--- src/rtl/msg_validator.sv ---
// Scans MESSAGE_LEN bytes of a decrypted-message RAM and reports whether every
// byte is a space or lowercase letter, aborting at the first offending index.
module msg_validator #(
    parameter int DATA_WIDTH  = 8,
    parameter int ADDR_WIDTH  = 8,
    parameter int MESSAGE_LEN = 32
) (
    input  logic                  clk,
    input  logic                  rst,
    input  logic                  start,
    output logic [ADDR_WIDTH-1:0] msg_addr,
    input  logic [DATA_WIDTH-1:0] msg_q,
    output logic                  finish,
    output logic                  valid,
    output logic [ADDR_WIDTH-1:0] bad_addr
);

    typedef enum logic [2:0] {
        S_IDLE,
        S_ADDR,
        S_WAIT,
        S_CHECK,
        S_DONE
    } state_t;

    localparam logic [ADDR_WIDTH-1:0] LAST_K = ADDR_WIDTH'(MESSAGE_LEN - 1);

    state_t                state_q;
    logic [ADDR_WIDTH-1:0] k_q;
    logic [ADDR_WIDTH-1:0] addr_q;
    logic                  finish_q;
    logic                  valid_q;
    logic [ADDR_WIDTH-1:0] bad_q;
    logic                  byte_ok;

    always_comb begin
        byte_ok = (msg_q == DATA_WIDTH'(8'h20)) ||
                  ((msg_q >= DATA_WIDTH'(8'h61)) && (msg_q <= DATA_WIDTH'(8'h7A)));
    end

    // k is compared against the last index before incrementing, so a message
    // filling the whole address space never wraps the counter.
    always_ff @(posedge clk) begin
        if (rst) begin
            state_q  <= S_IDLE;
            k_q      <= '0;
            addr_q   <= '0;
            finish_q <= 1'b0;
            valid_q  <= 1'b0;
            bad_q    <= '0;
        end else begin
            unique case (state_q)
                S_IDLE: begin
                    if (start) begin
                        k_q     <= '0;
                        addr_q  <= '0;
                        valid_q <= 1'b0;
                        bad_q   <= '0;
                        state_q <= S_ADDR;
                    end
                end
                S_ADDR:  state_q <= S_WAIT;
                S_WAIT:  state_q <= S_CHECK;
                S_CHECK: begin
                    if (!byte_ok) begin
                        valid_q  <= 1'b0;
                        bad_q    <= k_q;
                        finish_q <= 1'b1;
                        state_q  <= S_DONE;
                    end else if (k_q == LAST_K) begin
                        valid_q  <= 1'b1;
                        bad_q    <= '0;
                        finish_q <= 1'b1;
                        state_q  <= S_DONE;
                    end else begin
                        k_q     <= k_q + ADDR_WIDTH'(1);
                        addr_q  <= k_q + ADDR_WIDTH'(1);
                        state_q <= S_ADDR;
                    end
                end
                S_DONE: begin
                    if (!start) begin
                        finish_q <= 1'b0;
                        state_q  <= S_IDLE;
                    end
                end
                default: begin
                    finish_q <= 1'b0;
                    state_q  <= S_IDLE;
                end
            endcase
        end
    end

    assign msg_addr = addr_q;
    assign finish   = finish_q;
    assign valid    = valid_q;
    assign bad_addr = bad_q;

endmodule
--- config.mk ---
export PLATFORM = sky130hd
export DESIGN_NAME = msg_validator
export DESIGN_NICKNAME = d
export VERILOG_FILES = /design/src/rtl/msg_validator.sv
export SDC_FILE = /design/constraint.sdc
export NUM_CORES = 1
export LEC_CHECK = 0
export CAP_MARGIN = 0
export CELL_PAD_IN_SITES_DETAIL_PLACEMENT = 1
export CELL_PAD_IN_SITES_GLOBAL_PLACEMENT = 1
export CORE_ASPECT_RATIO = 0.8
export CORE_UTILIZATION = 31
export CTS_BUF_LIST = sky130_fd_sc_hd__clkbuf_8 sky130_fd_sc_hd__clkbuf_16
export DETAILED_ROUTE_END_ITERATION = 8
export PLACE_DENSITY_LB_ADDON = 0.1
export SYNTH_ARGS = -nofsm -noshare
export SYNTH_HDL_FRONTEND = slang
export SYNTH_SLANG_ARGS = --single-unit
--- constraint.sdc ---
create_clock -name clk -period 1.7 [get_ports clk]
set_clock_uncertainty 0.05 [all_clocks]
set_input_delay 0.17 -clock clk [delete_from_list [all_inputs] [get_ports clk]]
set_output_delay 0.17 -clock clk [all_outputs]
set_load 0.005 [all_outputs]
==> impl_metrics.tcl <==
set metrics [dict create \
    status "complete, but fails checks" \
    failed_checks "negative setup slack" \
    grt_max_degree 14 \
    synth_ff_type "dfxtp_1" \
    fin_area_um2 1600 \
    regArea_um2 423 \
    wl_um 3390 \
    power_density_nw_per_um2 676 \
    grt_usage_pct 20.9 \
    worst_pin_slew_ns 0.336 \
    crit_path_start_kind "register" \
    cts_tree "yes" \
    synth_commonest_cells "21 x dfxtp_1, 8 x a21oi_1, 8 x a22o_1" \
    synth-edff-count 0 \
    dieArea_um2 3610 \
    place_inst 190 \
    cts.sinks 21 \
    ant_nets 0 \
    start_util_pct 33.2 \
    synth_largest_area_cell "dfxtp_1" \
    fp.coreArea_um2 3150 \
    ys_warn_count 0 \
    path_max_fanout 7 \
    grt_pass1_vias 1065 \
    finalHoldViolCount 0 \
    layout_min_cycle_time_ns 1.71 \
    n_fill_cell 362 \
    wl_per_cell_um 17.1 \
    stdcell_count 198 \
    netlist_instances 109 \
    setup_viol 1 \
    grt_pass1_wl_um 5340 \
    async_flop_share_pct 0 \
    io_pins 29 \
    synth_seq_cells 21 \
    final_max_slew_viol_count 0 \
    hold_path_class "register to register" \
    ctsHoldBuffers 0 \
    path_clk_slew_ns 0.09 \
    clockBufferDepth 2 \
    syn_area_um2 1050 \
    drc 0 \
    fmax_mhz 585 \
    cts_root_buf "clkbuf_8" \
    peakVddDrop_v 0.000408 \
    synth_area_leaders "dfxtp_1 40%, a22o_1 6.7%, a21oi_1 3.8%" \
    antenna_found_initial 0 \
    crit_path_end_kind "register" \
    tritoncts.num_buffers 3 \
    path_class "register to register" \
    cp_data_arrival_time_ns 1.87 \
    relSlewSlack_pct 77.4 \
    yosysUniqueCellTypes 43 \
    dieHeight_um 54.0 \
    drv_cap 0 \
    detailed_place_hpwl_um 2460 \
    crit_required_ns 1.86 \
    die_width_um 66.9 \
    multiInputGateArea_um2 617 \
    viasPerCell 5.28 \
    rsz0062_at_grt "yes" \
    clock_latency_ns 0.27 \
    initialDrtViolationCount 27 \
    diodes 0 \
    gp_congestion 0.724 \
    place_area_um2 1500 \
    grt-ovfl-total 0 \
    yosysMostFrequentCell "dfxtp_1" \
    syn_avg_cell_area_um2 9.60 \
    synth_top_area_share_pct 40.2 \
    vias 1045 \
    leakage_nw 0.583 \
    seq_area_frac_synth_pct 40.2 \
    io_buffers 28 \
    area_growth_syn_to_layout_pct 52.9 \
    htree_levels 1 \
    setup_ws_ns -0.0107 \
    timing.final.crit_share_pct 101 \
    synth_nets 121 \
    rows 18 \
    layout-drive-gt1-share_pct 31.6 \
    first_pass_iters 4 \
    final_nets 171 \
]
==> layout by cell type (no fill, tap or decap), drive strengths merged, types with 2 or more instances in the layout <==
cell           synthesis  final
o31ai                  2      2
a21oi                 10     10
nor2                   6      6
nor3                   4      4
or4                    2      2
a22o                   8      8
inv                    3      3
and2                   4      4
nand4                  2      2
clkdlybuf4s50          0     22
o22a                   2      2
nand2                  6      6
buf                    4     23
clkbuf                 2      3
o211ai                 2      2
nor4b                  2      2
dlygate4sd2            0      6
o21ai                  8      8
or3                    5      5
dfxtp                 21     21
==> flip-flops by register name, summed over array words and instances, names as in the netlist <==
register and cells:
bad_addr 8, msg_addr 8, state_q 3, finish 1, valid 1
==> where the power goes <==
part,switching [mW],internal [mW]
Clock,0.193,0.166
Combinational,0.103,0.102
Sequential,0.0141,0.503
==> repair_timing <==
action / 4_1_cts / 5_1_grt
endpoints found under the setup margin: 15 / 14
pin swaps: 3 / 10
gates resized for setup: 8 / 6
setup buffers: 1 / 3
==> per-stage QoR <==
step,util (%),TNS (ns),setup slack (ns),power [mW],hold WS (ns)
global route,50.7,-0.199,-0.0647,1.13,0.459
global placement,47.6,-3.66,-0.280,0.704,0.408
CTS,49.2,0,0.0110,1.06,0.439
floorplan,-,0,0.0219,0.638,0.400
finish,50.7,-0.0107,-0.0107,1.08,0.433
detailed placement,47.6,-5.72,-0.423,0.716,0.406
==> worst max-delay path, stage by stage (launching register included) <==
cell and delay, ns:
dfxtp_2 0.34, ha_4 0.16, nor4b_4 0.13, a21oi_2 0.17, buf_4 0.14, nor2_4 0.06, or4_1 0.47, a21oi_1 0.13
==> layer usage <==
layer	global-route usage (%)	routed length (µm)	share of wire, %
met4	4.61	12	0.35
met1	27.8	1650	48
met2	33.5	1600	47
met3	6.14	139	4.1
met5	0	0	0
==> worst paths after layout <==
path         slack (ns)  cells after the start     endpoint         from
min                0.43                      1  bad_addr[1]  bad_addr[1]
max reg2reg       -0.01                      7  msg_addr[6]  msg_addr[0]
max               -0.01                      7  msg_addr[6]  msg_addr[0]
min reg2reg        0.43                      1  bad_addr[1]  bad_addr[1]
==> logic make-up after synthesis <==
| kind of cell | synth area share, % |
|---|---|
| adders and majority gates | 1.20 |
| and+or+nand+nor | 24.5 |
| xor gates and xnor gates | 0.837 |
| buffers and inverters | 5.14 |
| AOI/OAI and AO/OA | 27.2 |
| muxes | 0.957 |
| DFF | 40.2 |
==> cell type report <==
| type | count | area share [%] |
|---|---|---|
| multi-input cells | 79 | 38.6 |
| repair buffers | 51 | 28.1 |
| flip-flops and latches | 21 | 26.4 |
| well taps | 40 | 3.13 |
| clock buffers | 3 | 2.58 |
| inverters | 3 | 0.704 |
| clock inverters | 1 | 0.469 |
Note: power is estimated with default switching activity, not from simulation.
